--- config.mk ---
export PLATFORM = sky130hd
export DESIGN_NAME = mbist_march_ctrl
export DESIGN_NICKNAME = d
export VERILOG_FILES = /design/src/rtl/mbist_march_ctrl.sv
export SDC_FILE = /design/constraint.sdc
export NUM_CORES = 1
export LEC_CHECK = 0
export ABC_CLOCK_PERIOD_IN_PS = 2700
export CAP_MARGIN = 40
export CORE_MARGIN = 10
export CORE_UTILIZATION = 35
export CTS_CLUSTER_SIZE = 24
export DETAILED_ROUTE_END_ITERATION = 10
export PLACE_DENSITY = 0.61
export SETUP_SLACK_MARGIN = 0.15
export SYNTH_ARGS = -nofsm -noshare
export SYNTH_HDL_FRONTEND = slang
export SYNTH_SLANG_ARGS = --single-unit
export TNS_END_PERCENT = 10
--- constraint.sdc ---
create_clock -name clk -period 2.7 [get_ports clk]
set_input_delay 0.675 -clock clk [delete_from_list [all_inputs] [get_ports clk]]
set_output_delay 0.675 -clock clk [all_outputs]
set_load 0.02 [all_outputs]
--- src/rtl/mbist_march_ctrl.sv ---
// mbist_march_ctrl: March C- sequencer for one single-port MUT with first-fail capture
module mbist_march_ctrl #(
  parameter int DATA_WIDTH = 8,
  parameter int ADDR_WIDTH = 4,
  parameter int CAPACITY   = 15
) (
  input  logic                  clk,
  input  logic                  rst,
  input  logic                  start,
  output logic                  busy,
  output logic                  done,
  output logic                  pass,
  output logic [15:0]           fail_cnt,
  output logic [ADDR_WIDTH-1:0] fail_addr,
  output logic [2:0]            fail_elem,
  output logic [DATA_WIDTH-1:0] fail_exp,
  output logic [DATA_WIDTH-1:0] fail_act,
  output logic                  mem_write_read,
  output logic [ADDR_WIDTH-1:0] mem_address,
  output logic [DATA_WIDTH-1:0] mem_wdata,
  input  logic [DATA_WIDTH-1:0] mem_rdata
);
  typedef enum logic [2:0] {IDLE, SETUP, OP_RD, OP_WR, DRAIN, DONE} state_t;
  localparam logic [ADDR_WIDTH-1:0] LAST = ADDR_WIDTH'(CAPACITY);
  localparam logic [DATA_WIDTH-1:0] ONES = {DATA_WIDTH{1'b1}};
  state_t                r_state;
  logic [2:0]            r_elem;
  logic [ADDR_WIDTH-1:0] r_addr;
  logic [DATA_WIDTH-1:0] r_wdata;
  logic                  r_we, r_busy, r_done, r_drain;
  logic [15:0]           r_fail_cnt;
  logic [ADDR_WIDTH-1:0] r_fail_addr;
  logic [2:0]            r_fail_elem;
  logic [DATA_WIDTH-1:0] r_fail_exp, r_fail_act;
  logic                  r_p0_v, r_p1_v;
  logic [ADDR_WIDTH-1:0] r_p0_addr, r_p1_addr;
  logic [2:0]            r_p0_elem, r_p1_elem;
  logic [DATA_WIDTH-1:0] r_p0_exp, r_p1_exp;
  logic                  w_last, w_mis;
  logic [ADDR_WIDTH-1:0] w_next;
  logic [2:0]            w_nelem;
  function automatic logic up(input logic [2:0] e);
    return e < 3'd3;
  endfunction
  function automatic logic [ADDR_WIDTH-1:0] first_addr(input logic [2:0] e);
    return up(e) ? '0 : LAST;
  endfunction
  function automatic logic [DATA_WIDTH-1:0] wr_bg(input logic [2:0] e);
    return (e == 3'd1 || e == 3'd3) ? ONES : '0;
  endfunction
  function automatic logic [DATA_WIDTH-1:0] rd_bg(input logic [2:0] e);
    return (e == 3'd2 || e == 3'd4) ? ONES : '0;
  endfunction
  assign w_last  = r_addr == (up(r_elem) ? LAST : '0);
  assign w_next  = up(r_elem) ? r_addr + 1'b1 : r_addr - 1'b1;
  assign w_nelem = r_elem + 3'd1;
  assign w_mis   = r_p1_v && (mem_rdata != r_p1_exp);
  always_ff @(posedge clk) begin
    if (rst) begin
      r_state     <= IDLE;
      r_elem      <= '0;
      r_addr      <= '0;
      r_wdata     <= '0;
      r_we        <= 1'b0;
      r_busy      <= 1'b0;
      r_done      <= 1'b0;
      r_drain     <= 1'b0;
      r_fail_cnt  <= '0;
      r_fail_addr <= '0;
      r_fail_elem <= '0;
      r_fail_exp  <= '0;
      r_fail_act  <= '0;
      r_p0_v      <= 1'b0;
      r_p1_v      <= 1'b0;
      r_p0_addr   <= '0;
      r_p1_addr   <= '0;
      r_p0_elem   <= '0;
      r_p1_elem   <= '0;
      r_p0_exp    <= '0;
      r_p1_exp    <= '0;
    end else begin
      // the read is sampled by the MUT at the end of OP_RD; its data returns two edges later
      r_p0_v    <= r_state == OP_RD;
      r_p0_addr <= r_addr;
      r_p0_elem <= r_elem;
      r_p0_exp  <= rd_bg(r_elem);
      r_p1_v    <= r_p0_v;
      r_p1_addr <= r_p0_addr;
      r_p1_elem <= r_p0_elem;
      r_p1_exp  <= r_p0_exp;
      if (w_mis) begin
        r_fail_cnt <= r_fail_cnt + 16'(r_fail_cnt != 16'hFFFF);
        if (r_fail_cnt == '0) begin
          r_fail_addr <= r_p1_addr;
          r_fail_elem <= r_p1_elem;
          r_fail_exp  <= r_p1_exp;
          r_fail_act  <= mem_rdata;
        end
      end
      case (r_state)
        IDLE, DONE: if (start) begin
          r_state     <= SETUP;
          r_elem      <= '0;
          r_addr      <= first_addr(3'd0);
          r_wdata     <= wr_bg(3'd0);
          r_we        <= 1'b0;
          r_busy      <= 1'b1;
          r_done      <= 1'b0;
          r_fail_cnt  <= '0;
          r_fail_addr <= '0;
          r_fail_elem <= '0;
          r_fail_exp  <= '0;
          r_fail_act  <= '0;
        end
        SETUP: begin
          r_state <= r_elem == 3'd0 ? OP_WR : OP_RD;
          r_we    <= r_elem == 3'd0;
        end
        OP_RD: if (r_elem != 3'd5) begin
          r_state <= OP_WR;
          r_we    <= 1'b1;
        end else if (w_last) begin
          r_state <= DRAIN;
          r_drain <= 1'b0;
        end else r_addr <= w_next;
        OP_WR: if (w_last) begin
          r_state <= SETUP;
          r_elem  <= w_nelem;
          r_addr  <= first_addr(w_nelem);
          r_wdata <= wr_bg(w_nelem);
          r_we    <= 1'b0;
        end else begin
          r_addr  <= w_next;
          r_state <= r_elem == 3'd0 ? OP_WR : OP_RD;
          r_we    <= r_elem == 3'd0;
        end
        DRAIN: begin
          r_drain <= 1'b1;
          if (r_drain) begin
            r_state <= DONE;
            r_busy  <= 1'b0;
            r_done  <= 1'b1;
          end
        end
        default: r_state <= IDLE;
      endcase
    end
  end
  assign busy           = r_busy;
  assign done           = r_done;
  assign pass           = r_done && (r_fail_cnt == '0);
  assign fail_cnt       = r_fail_cnt;
  assign fail_addr      = r_fail_addr;
  assign fail_elem      = r_fail_elem;
  assign fail_exp       = r_fail_exp;
  assign fail_act       = r_fail_act;
  assign mem_write_read = r_we;
  assign mem_address    = r_addr;
  assign mem_wdata      = r_wdata;
endmodule

==> impl_summary.txt <==
----------------------------------------------------
[Flow run]
  Max-capacitance violation count ... 0

[Worst setup path]
  Required time at the worst-slack endpoint ... 2960 ps
  Type of the setup path with the least slack ... flop to flop
  Crit path largest cell delay ... 530 ps
  Worst-path cell chain ... and4_1 > nand3_2 > nor2_1 > nand4_1 > ha_2 > ha_2 > inv_1 > or4_1 > or4_1 > a21oi_1
  Nature of the critical path startpoint ... flop
  Total number of cells along the worst setup path ... 10
  Max stage delay cell, worst path ... or4_1
  Buffers plus inverters on the worst setup path ... 1
  Worst reg-to-reg path cell count ... 10
  Dominant delay contributor by cell family on the critical path ... simple AND/OR/NAND/NOR gates
  Worst path arrival time ... 2710 ps
  Category of the worst setup path capture point ... flop
  Largest fanout on the critical path ... 6

[Cells and area]
  Net total in the final layout ... 481
  Filler cell count ... 974
  Multi-input gate area ... 1880 sq um
  Ant. Diodes ... 0
  Area Growth Syn to Fin ... 30.3%
  Sequential cell area ... 1450 sq um
  Final core area utilization ... 46.9%
  Share of post-route cells with drive strength above 1 ... 12.7%
  Final cell count without fillers ... 599

[Global route]
  Final global-route overflow total ... 0
  Initial antenna violation count ... 0
  Met3 routing resource usage after global routing ... 3.91%
  Wire length of the first global-routing pass ... 15500 um
  Number of global-route vias before repair ... 3153
  Global router's overall resource usage ... 12.8%
  Global routing usage on met2 ... 23.0%
  Highest-utilization routing layer at the global route stage ... met2
  Largest net degree at the start of global routing ... 27
  Met1 GRT Util ... 14.5%

[Synth]
  Leading area contributor after synthesis ... dfxtp_1
  Synth Register Bits ... 72
  Yosys Warn Count ... 0
  Commonest cells in the synthesized netlist ... dfxtp_1, nand2_1, mux2i_1
  Average size of a mapped cell ... 8.98 sq um
  Distinct cell type count after synthesis ... 60
  Flip-flop cell with the highest count after synthesis ... dfxtp_1
  Fraction of registers with async set or reset after synthesis ... 0%
  Synthesized netlist net count ... 412
  Syn Inst Count ... 392
  Fraction of post-synthesis cell area in the top cell type by area ... 41.0%
  Cell area after synthesis ... 3520 sq um
  Share of the yosys chip area belonging to registers ... 41.0%
  Post-synth EDFFs ... 0
  Cells taking the most area after synthesis ... dfxtp_1, mux2i_1, nand2_1
  Most common cell in the synthesized netlist ... dfxtp_1

[Timing]
  Period Utilization, post-route ... 90.7%
  Maximum clock skew at final layout ... 13.4 ps
  Setup repair after global routing missed its margin ... yes
  Final Max Slew Viols ... 0
  Timing-limited maximum frequency ... 409 MHz
  Final critical path time including I/O delays and setup ... 2450 ps
  Endpoints failing setup ... 0
  Setup TNS ... 0 ps
  Transition time of the tightest slew-check pin ... 550 ps
  Hold Fails Final Rpt ... 0
  Headroom to the max-slew limit ... 62.3%

[Clock network]
  Maximum buffer depth of the clock tree ... 2
  H-tree depth ... 3
  Root buffer cell ... clkbuf_8
  Clock net sink count ... 72
  CTS tree ... yes
  Later-pin clock latency in the skew report ... 340 ps
  Number of post-CTS setup repair buffers ... 0
  Number of buffers created by CTS ... 9
  Clock slew seen by the registers of the worst setup and hold paths ... 70 ps

[Drt]
  Detailed Route WL ... 9300 um
  Drt via density ... 5.27
  Number of DRC violations after detailed-routing iteration 0 ... 149
  DRC viols ... 0
  Vias after detailed routing ... 3154
  Number of iterations in the first detailed-routing pass ... 4
  Final antenna-violating net count ... 0
  Routed length per instance ... 15.5 um

[Power and ir drop]
  PnR Total Power ... 2.10 mW
  Lkg Pwr ... 1.69 nW
  Peak supply drop ... 0.373 mV
  Total power divided by cell area ... 458 nW/um^2

[Min path]
  Worst hold path stage count ... 2
  Class of the tightest hold or removal check ... flop to flop

[Placed design]
  Weighted congestion at the end of routability-driven global placement ... 0.878
  Cell count after placement ... 583
  Sum of net half-perimeters after detailed placement ... 7080 um
  # port buffers ... 65

[Die]
  Effective utilization at floorplan ... 36.0%
  Die ar. ... 14500 sq um
  Die X-Extent ... 120 um
  Vertical die dimension ... 120 um
  Boundary Pins ... 66
  Std-Cell Rows ... 36
  Core region area ... 9770 sq um

[Run status]
  Result of the run ... completed

----------------------------------------------------
metal layers:
layer / vias up / share of wire (%)
li1: 1572 / -
met1: 1513 / 42
met2: 63 / 52
met3: 6 / 4.9
met4: 0 / 0.62
met5: - / 0
state kept, by name (all words and copies together) (netlist names):
| signal | cells |
|---|---|
| fail_cnt | 16 |
| fail_act | 8 |
| fail_exp | 8 |
| fail_addr | 4 |
| mem_address | 4 |
| r_p0_addr | 4 |
| r_p1_addr | 4 |
| fail_elem | 3 |
| r_elem | 3 |
| r_p0_elem | 3 |
| r_p1_elem | 3 |
| r_state | 3 |
| busy | 1 |
| done | 1 |
| mem_wdata | 1 |
| mem_write_read | 1 |
| r_drain | 1 |
| r_p0_exp | 1 |
| r_p0_v | 1 |
| r_p1_exp | 1 |
| r_p1_v | 1 |
placed cells by master (no fill, tap or decap), drive strengths merged, types with 3 or more instances in the layout:
cell type | netlist | routed
o311ai | 3 | 3
o31a | 3 | 3
clkinv | 0 | 3
nand2 | 52 | 52
a31o | 8 | 8
a32oi | 3 | 3
or4 | 13 | 13
dfxtp | 72 | 72
nor3 | 5 | 5
inv | 14 | 14
a211oi | 3 | 3
clkbuf | 10 | 13
o211ai | 3 | 3
nor2 | 13 | 13
nand3 | 18 | 18
and4 | 6 | 6
mux2i | 23 | 23
or3 | 4 | 4
a21oi | 18 | 18
nand4 | 8 | 8
and3 | 4 | 4
nand2b | 7 | 7
xnor2 | 4 | 4
nor4 | 7 | 7
clkdlybuf4s50 | 0 | 64
nor2b | 13 | 13
buf | 21 | 24
ha | 8 | 8
o21ai | 6 | 6
o31ai | 14 | 14
cell families (layout without fill, tap and decap cells):
kind of cell | Yosys count | after routing | synth area share [%]
AOI/OAI and AO/OA | 79 | 79 | 16.4
xor gates and xnor gates | 4 | 4 | 0.995
buffers and inverters | 45 | 119 | 6.86
and+or+nand+nor | 158 | 158 | 24.2
DFF | 72 | 72 | 41.0
muxes | 25 | 25 | 7.18
adders and majority gates | 9 | 9 | 3.41
path summary, 6_finish.rpt:
kind,from,endpoint,slack (ps)
worst max-delay path,fail_cnt[8],fail_cnt[10],250
worst min-delay path,r_p1_addr[3],fail_addr[3],440
worst max register to register,fail_cnt[8],fail_cnt[10],250
worst min register to register,r_p1_addr[3],fail_addr[3],440
cell type report:
class                   count  area share, %
flip-flops and latches     72           31.5
clock inverters             4          0.983
inverters                  14           1.15
clock buffers              12           2.95
well taps                 133           3.63
multi-input cells         275           40.9
repair buffers             89           18.8
power by group:
group,leakage [nW],switching (mW),internal [mW],total [mW]
registers,0.583,0.0206,1.08,1.10
clock network,0.0941,0.374,0.423,0.798
logic,1.01,0.119,0.0853,0.205
total,1.69,0.514,1.59,2.10
what timing repair did:
item | CTS | global route
setup endpoints to repair | 1 | 3
pin swaps | 0 | 1
hold buffers | 0 | 0
gates resized for setup | 4 | 4
gates cloned | 0 | 0
worst register-to-register path, stage by stage (launching register included):
cell     delay [ps]
dfxtp_1         380
and4_1          240
nand3_2         110
nor2_1           60
nand4_1          90
ha_2            180
ha_2            170
inv_1            60
or4_1           530
or4_1           410
a21oi_1         150
per-stage QoR:
stage,setup WS [ps],hold slack (ps),cell area (sq um)
final,252,436,4580
after global routing,121,456,4580
after CTS,160,433,4580
after detailed placement,62.8,420,4390
after global placement,114,418,4390
after floorplan,163,414,3530
Note: power is estimated with default switching activity, not from simulation.
